[src/rtl/instr_sequencer_pkg.sv]
// Shared encodings for the instruction sequencer: FSM states, instruction
// layout and opcode/ALU-select values.
package instr_sequencer_pkg;

  localparam int unsigned DATA_W   = 8;
  localparam int unsigned INSTR_W  = 16;
  localparam int unsigned REG_AW   = 2;
  localparam int unsigned NUM_REGS = 4;
  localparam int unsigned SEL_W    = 3;

  typedef enum logic [1:0] {
    IDLE   = 2'd0,
    DECODE = 2'd1,
    EXEC   = 2'd2,
    WB     = 2'd3
  } state_t;

  // Opcode values double as the ALU select encoding.
  typedef enum logic [SEL_W-1:0] {
    OP_ADD = 3'd0,
    OP_SUB = 3'd1,
    OP_AND = 3'd2,
    OP_OR  = 3'd3,
    OP_XOR = 3'd4,
    OP_MUL = 3'd5,
    OP_DIV = 3'd6,
    OP_CMP = 3'd7
  } opcode_t;

  // Field positions: [15] ldi, [14:12] opcode, [11:10] rd, [9:8] rs, [7:0] imm.
  typedef struct packed {
    logic              ldi;
    opcode_t           opcode;
    logic [REG_AW-1:0] rd;
    logic [REG_AW-1:0] rs;
    logic [DATA_W-1:0] imm;
  } instr_t;

endpackage

[src/rtl/regfile_4x8.sv]
// Four 8-bit general-purpose registers: one write port, operand and debug reads.
module regfile_4x8
  import instr_sequencer_pkg::*;
#(
  parameter logic [DATA_W-1:0] REG_INIT = 8'h00
) (
  input  logic              clk,
  input  logic              rst_n,
  input  logic              we,
  input  logic [REG_AW-1:0] waddr,
  input  logic [DATA_W-1:0] wdata,
  input  logic [REG_AW-1:0] raddr_a,
  output logic [DATA_W-1:0] rdata_a,
  input  logic [REG_AW-1:0] raddr_b,
  output logic [DATA_W-1:0] rdata_b,
  input  logic [REG_AW-1:0] raddr_dbg,
  output logic [DATA_W-1:0] rdata_dbg
);

  logic [DATA_W-1:0] regs_q [NUM_REGS];

  always_ff @(posedge clk or negedge rst_n) begin
    if (!rst_n) begin
      for (int i = 0; i < int'(NUM_REGS); i++) regs_q[i] <= REG_INIT;
    end else if (we) begin
      regs_q[waddr] <= wdata;
    end
  end

  assign rdata_a   = regs_q[raddr_a];
  assign rdata_b   = regs_q[raddr_b];
  assign rdata_dbg = regs_q[raddr_dbg];

endmodule

[src/rtl/instr_sequencer.sv]
// Four-state instruction sequencer: fetch, read operands, drive an external
// ALU, then write back the ALU result or an immediate.
module instr_sequencer
  import instr_sequencer_pkg::*;
#(
  parameter logic [7:0] REG_INIT = 8'h00
) (
  input  logic        clk,
  input  logic        rst_n,
  input  logic        instr_valid,
  input  logic [15:0] instr,
  output logic        instr_ready,
  output logic [7:0]  alu_a,
  output logic [7:0]  alu_b,
  output logic [2:0]  alu_sel,
  input  logic [7:0]  alu_result,
  input  logic        alu_carry,
  output logic        result_valid,
  output logic [7:0]  result_data,
  output logic        carry_flag,
  input  logic [1:0]  dbg_addr,
  output logic [7:0]  dbg_data
);

  state_t            state_q, state_d;
  instr_t            instr_q;
  logic              carry_pend_q;
  logic [DATA_W-1:0] rd_data, rs_data;
  logic              accept;

  assign instr_ready = (state_q == IDLE);
  assign accept      = instr_valid && (state_q == IDLE);

  regfile_4x8 #(.REG_INIT(REG_INIT)) u_regfile (
    .clk       (clk),
    .rst_n     (rst_n),
    .we        (state_q == WB),
    .waddr     (instr_q.rd),
    .wdata     (result_data),
    .raddr_a   (instr_q.rd),
    .rdata_a   (rd_data),
    .raddr_b   (instr_q.rs),
    .rdata_b   (rs_data),
    .raddr_dbg (dbg_addr),
    .rdata_dbg (dbg_data)
  );

  always_ff @(posedge clk or negedge rst_n) begin
    if (!rst_n) state_q <= IDLE;
    else        state_q <= state_d;
  end

  always_comb begin
    state_d = state_q;
    case (state_q)
      IDLE:    if (instr_valid) state_d = DECODE;
      DECODE:  state_d = instr_q.ldi ? WB : EXEC;
      EXEC:    state_d = WB;
      WB:      state_d = IDLE;
      default: state_d = IDLE;
    endcase
  end

  // Operands are latched straight into the ALU drive registers so they are
  // stable for the whole EXEC settle cycle and through WB.
  always_ff @(posedge clk or negedge rst_n) begin
    if (!rst_n) begin
      instr_q      <= '0;
      alu_a        <= 8'h00;
      alu_b        <= 8'h00;
      alu_sel      <= 3'b000;
      result_valid <= 1'b0;
      result_data  <= 8'h00;
      carry_pend_q <= 1'b0;
      carry_flag   <= 1'b0;
    end else begin
      result_valid <= 1'b0;
      if (accept) instr_q <= instr_t'(instr);
      if (state_q == DECODE) begin
        if (instr_q.ldi) begin
          result_valid <= 1'b1;
          result_data  <= instr_q.imm;
        end else begin
          alu_a   <= rd_data;
          alu_b   <= rs_data;
          alu_sel <= instr_q.opcode;
        end
      end
      if (state_q == EXEC) begin
        result_valid <= 1'b1;
        result_data  <= alu_result;
        carry_pend_q <= alu_carry;
      end
      if (state_q == WB && !instr_q.ldi) carry_flag <= carry_pend_q;
    end
  end

endmodule

[config.mk]
export PLATFORM = sky130hd
export DESIGN_NAME = instr_sequencer
export DESIGN_NICKNAME = d
export VERILOG_FILES = /design/src/rtl/instr_sequencer_pkg.sv /design/src/rtl/regfile_4x8.sv /design/src/rtl/instr_sequencer.sv
export SDC_FILE = /design/constraint.sdc
export NUM_CORES = 1
export LEC_CHECK = 0
export ABC_AREA = 1
export CORE_MARGIN = 2
export CORE_UTILIZATION = 40
export CTS_CLUSTER_DIAMETER = 100
export DETAILED_ROUTE_END_ITERATION = 7
export GPL_ROUTABILITY_DRIVEN = 0
export REMOVE_ABC_BUFFERS = 1
export SLEW_MARGIN = 20
export SYNTH_ARGS = -nofsm -noshare
export SYNTH_HDL_FRONTEND = slang
export SYNTH_HIERARCHICAL = 1
export SYNTH_SLANG_ARGS = --single-unit
[constraint.sdc]
create_clock -name clk -period 2.96 [get_ports clk]
set_input_delay 0.592 -clock clk [delete_from_list [all_inputs] [get_ports clk]]
set_output_delay 0.592 -clock clk [all_outputs]
set_load 0.005 [all_outputs]
==> reports/results.txt, run 1 <==
CP arrival = 2000 ps
Fin. max-slew vios = 0
Num CTS Buffers = 9
Drt drc = 0
Layout net count = 691
Worst Setup SP = dbg_addr[0]
Clock H-tree levels = 3
Antenna cell count = 0
Worst min path class = input port to async pin
Via Count = 3886
Gate Count Post-Synth = 600
Sequential Area = 2002 um2
Fmax = 386.5 MHz
Largest net degree at the start of global routing = 81
Grt ovf = 0
Yosys Warn Count = 6
CTS Hold Bufs = 0
Leakage power = 2.843 nW
Final min period = 2587 ps
Routed vias/inst = 4.851
Initial antenna violation count = 0
Syn-to-layout area delta = 19.94%
CP Capture Point = dbg_data[3]
Share of layout cells above drive strength 1 = 7.716%
R2R depth = 5
Core ar. = 10790 um2
Antenna Nets Post-Route = 0
Max-Cap Viols = 0
Initial DRC count = 196
Setup TNS = 0 ps
Routed wire length = 10390 um
RSZ-0062 raised after global routing = no
Seq/Total Area, Yosys = 45.39%
Flops & latches, synth = 80
Vias in the first global route = 3720
Worst Skew = 7.807 ps
Port Buffers = 67
Setup Fix Bufs, Post-CTS = 0
Crit-path max FO = 16
Area of the multi-input gates = 1959 um2
Setup-failing EPs final = 0
CTS clock-pin slew for the worst setup and hold paths = 80 ps
Slew headroom = 46.90%
CTS Buffer Depth = 2
Clock tree sinks = 80
Die area = 11880 um2
Synth top area cells = dfrtp_1 (45%), nand2_1 (25%), nand3_1 (9.9%)
Routed wire length per instance = 12.97 um
Fin util = 49.01%
CTS tree = built
Skew-Pair Late Insertion Delay = 360 ps
Detailed Place HPWL = 7720 um
Global-route wire length before repair = 17950 um
Distinct cells, synth = 23
Die span in x = 109.0 um
Status = complete, no violations
Worst VDD drop = 0.0004570 V
Yosys top cell by area = dfrtp_1
# rows = 38
R2r setup slk = 1140 ps
WS Path Type = input port to output port
Starting density of the core = 40.86%
Pwr Density = 1021 nW/um2
CTS root buf = clkbuf_8
FF-to-FF Start = state_q[1]
Tcrit/Tclk final = 87.40%
Type of origin of the critical path = input port
Worst Tran Pin Value = 796.4 ps
FF-to-FF End = u_regfile/regs_q[12]
Critical Path End Type = output port
Number of detailed-route iterations in the first pass = 6
Tot GR Track Use = 19.31%
Fillers = 1102
# IOs = 68
Syn Area/Cell = 7.351 um2
Post-Syn Area = 4410 um2
Post-synth top area share = 45.39%
Final Hold Fails = 0
Post-CTS sizing = 0
Die Y = 109.0 um
Worst EP required = 2370 ps
## synth_stat cells
| master | number |
|---|---|
| nand2_1 | 292 |
| nand3_1 | 87 |
| dfrtp_1 | 80 |
| inv_1 | 51 |
| nand4_1 | 16 |
| buf_2 | 10 |
| buf_4 | 10 |
| buf_6 | 9 |
| o21ai_2 | 9 |
| inv_2 | 6 |
| ha_1 | 5 |
| o21ai_0 | 5 |
| nand2_2 | 4 |
| nor2_1 | 4 |
| nand3_4 | 3 |
| a21oi_1 | 2 |
| a21oi_2 | 1 |
| clkbuf_2 | 1 |
| clkinv_1 | 1 |
| nand2_4 | 1 |
| nand3b_1 | 1 |
| nor2_4 | 1 |
| nor2_8 | 1 |
## through the flow
step           area (um2)  cells  worst slack (ps)  total power, mW  hold WS, ps
6_report             5290    801             372.8            5.401        258.9
5_1_grt              5290    801             276.6            5.943        331.4
4_1_cts              5286    801             365.6            5.455        440.4
3_5_place_dp         5082    785             368.0            4.602        457.6
3_3_place_gp         5082    785             391.8            4.529        452.4
2_1_floorplan        4179    570              1182            3.565        296.4
## sequential cells by signal, summed over array words and instances, names as in the netlist
signal            flops
instr_q              16
alu_sel               3
u_regfile/regs_q     32
result_data           8
state_q               2
alu_a                 8
alu_b                 8
carry_flag            1
result_valid          1
carry_pend_q          1
## layout make-up
type | count | area share (%)
sequential | 80 | 37.84
multi-input combinational | 432 | 37.04
tap | 140 | 3.311
clock inverter | 7 | 1.514
timing repair buffer | 75 | 13.84
inverter | 58 | 4.115
clock buffer | 9 | 2.342
## critical path: stages
cell,delay [ps]
clkdlybuf4s50_1,440
buf_4,210
nand2_1,80
nand3_1,80
nand2_1,100
clkdlybuf4s50_1,500
## logic make-up (layout without fill, tap and decap cells)
| kind of cell | after synthesis | after routing | synth area share, % |
|---|---|---|---|
| and+or+nand+nor | 410 | 410 | 40.23 |
| DFF | 80 | 80 | 45.39 |
| AOI/OAI and AO/OA | 17 | 17 | 2.780 |
| buffers and inverters | 88 | 149 | 10.18 |
| adders and majority gates | 5 | 5 | 1.418 |
## layout by cell type, fill, tap and decap left out
cell type	synthesis	final
nand2_2	4	4
clkbuf_8	0	9
inv_1	51	51
a21oi_2	1	1
nand2_4	1	1
inv_6	0	2
dfrtp_1	80	80
nand2_1	292	292
clkinv_4	0	2
buf_6	9	1
nor2_4	1	1
clkinvlp_4	0	2
clkinv_1	1	1
nor2_1	4	4
a21oi_1	2	2
clkdlybuf4s50_1	0	66
nand3b_1	1	1
bufinv_16	0	1
ha_1	5	5
nand4_1	16	16
inv_2	6	6
nand3_4	3	3
o21ai_0	5	5
nor2_8	1	1
o21ai_2	9	9
nand3_1	87	87
buf_4	10	8
## report_power, final
| part | internal (mW) | total (mW) | switching [mW] |
|---|---|---|---|
| clock | 0.398 | 0.834 | 0.436 |
| sequential | 1.55 | 1.97 | 0.427 |
| combinational | 1.05 | 2.59 | 1.55 |
## worst min path at each step
stage	start	endpoint	slack, ps	cells past startpoint
floorplan	rst_n	alu_a[0]	300	0
global placement	alu_b[2]	alu_b[2]	450	2
detailed placement	alu_b[2]	alu_b[2]	460	2
CTS	rst_n	instr_q[2]	440	1
global route	rst_n	instr_q[2]	330	1
finish	rst_n	instr_q[2]	260	1
## routing by layer
layer	share of wire, %	up-vias	GRT usage (%)	routed length [um]
met3	4.9	11	2.570	510
li1	-	1981	-	-
met5	0	-	0	0
met2	47	119	31.90	4896
met4	1.4	0	7.143	143
met1	47	1775	25.86	4837
(Power assumes the default switching activity.)
==> run 2, diff against run 1 <==
Settings changed: CORE_MARGIN 2 to default, PLACE_DENSITY from default to 0.62.
==> reports/results.txt, run 2 (synthesis gave the netlist of run 1 again) <==
RSZ-0062 raised after global routing = no
Final Hold Fails = 0
WS Path Type = input port to output port
Gate power share = 49.1%
Crit-path max FO = 16
Starting density of the core = 41.97%
Routed wire length = 10350 um
Share of layout cells above drive strength 1 = 7.855%
Tcrit/Tclk final = 94.31%
Type of origin of the critical path = input port
Drt drc = 0
Grt ovf = 0
Pwr Density = 1015 nW/um2
Detailed Place HPWL = 7568 um
Critical Path End Type = output port
Net load switching power = 2.404 mW
Worst Skew = 5.802 ps
Uppermost layer routed = met4
# IOs = 68
Final min period = 2792 ps
CP bufs+invs = 3
Syn-to-layout area delta = 19.72%
Max reg flops = 32
Fmax = 358.2 MHz
Routed wire length per instance = 12.97 um
Tot GR Track Use = 19.53%
Antenna Nets Post-Route = 0
Core ar. = 10510 um2
CTS Buffer Depth = 2
Layout net count = 692
Global-route wire length before repair = 17550 um
CP arrival = 2200 ps
Vias in the first global route = 3639
Setup-failing EPs final = 0
Routed vias/inst = 4.890
Met2 routed WL = 4764 um
Die Y = 107.0 um
Max-Cap Viols = 0
Number of detailed-route iterations in the first pass = 5
Fillers = 1063
Initial DRC count = 299
Regs by FF count = u_regfile/regs_q: 32 flops, instr_q: 16 flops
Post-CTS sizing = 0
Via Count = 3902
CTS clock-pin slew for the worst setup and hold paths = 80 ps
Slowest cell on the critical path = clkdlybuf4s50_1
Clock tree sinks = 80
Hold_ws = 225.2 ps
Largest net degree at the start of global routing = 81
# rows = 37
Initial antenna violation count = 0
Worst VDD drop = 0.0004163 V
Setup TNS = 0 ps
Worst Tran Pin Value = 741.1 ps
CTS Hold Bufs = 0
CTS tree = built
Num CTS Buffers = 9
Cell breakdown of the critical path = clkdlybuf4s50_1, inv_2, nand2_1, nand3_1, nand2_1, clkdlybuf4s50_1
Sequential power share = 36.1%
Port Buffers = 67
Antenna cell count = 0
Final WS setup = 168.3 ps
Skew-Pair Late Insertion Delay = 360 ps
Clock H-tree levels = 3
Biggest register = u_regfile/regs_q
Sw Ratio = 44.84%
Status = complete, no violations
Critical path's top delay family = buffers and inverters
Slew headroom = 50.59%
CTS root buf = clkbuf_8
Worst EP required = 2370 ps
Place WS = 189.5 ps
Die area = 11450 um2
Most common cell after layout, fill and taps aside = nand2_1
Fin. max-slew vios = 0
Setup Fix Bufs, Post-CTS = 0
Leakage power = 2.839 nW
Clock share of power = 14.7%
Most frequent cells in the layout = nand2_1 (292), nand3_1 (87), dfrtp_1 (80)
DRT met1 WL = 4810 um
Power Internal = 2.957 mW
Die span in x = 107.0 um
Worst min path class = input port to async pin
Met3 routed WL = 648 um
Crit path largest cell delay = 630 ps
-- run 2: changes by cell type in the layout (fill, tap and decap cells not counted), sizes merged --
cell / before / now
bufinv: 1 / 0
buf: 9 / 10
clkbuf: 9 / 11
clkinvlp: 2 / 3
inv: 59 / 58
clkinv: 3 / 2
-- run 2: routing by layer --
layer	track usage, %	up-vias
met5	0	-
met4	6.751	0
met3	4.498	10
met2	30.88	133
met1	26.28	1774
li1	-	1985
-- run 2: final cells by class --
cell class / instances / area, um2 / share of cell area (%)
Sequential cell: 80 / 2002 / 37.91
Multi-Input combinational cell: 432 / 1959 / 37.11
Timing Repair Buffer: 76 / 739.5 / 14.00
Inverter: 58 / 217.7 / 4.123
Tap cell: 136 / 170.2 / 3.223
Clock buffer: 11 / 151.4 / 2.867
Clock inverter: 5 / 40.04 / 0.7583
-- run 2: through the flow --
| step | cells | util [%] | total power, mW | cell area (um2) |
|---|---|---|---|---|
| floorplan | 570 | - | 3.565 | 4179 |
| global placement | 782 | 48.39 | 4.533 | 5085 |
| detailed placement | 782 | 48.39 | 4.599 | 5085 |
| CTS | 798 | 50.21 | 5.399 | 5276 |
| global route | 798 | 50.24 | 5.877 | 5280 |
| finish | 798 | 50.24 | 5.361 | 5280 |
-- run 2: power groups by stage --
stage,clock network [mW],logic (mW),registers [mW]
global route,0.870,3.00,2.00
CTS,0.808,2.65,1.94
global placement,0,2.59,1.95
floorplan,0,1.64,1.93
detailed placement,0,2.64,1.96
finish,0.790,2.63,1.94
-- run 2: worst paths after layout --
check	to	slack, ps	cells after the start	startpoint
max	dbg_data[2]	170	6	dbg_addr[0]
min	alu_a[1]	230	1	rst_n
max reg2reg	result_data[3]	1230	7	state_q[0]
min reg2reg	alu_b[5]	470	2	alu_b[5]
max in group asynchronous	result_data[3]	2190	1	rst_n
min in group clk	alu_b[5]	470	2	alu_b[5]
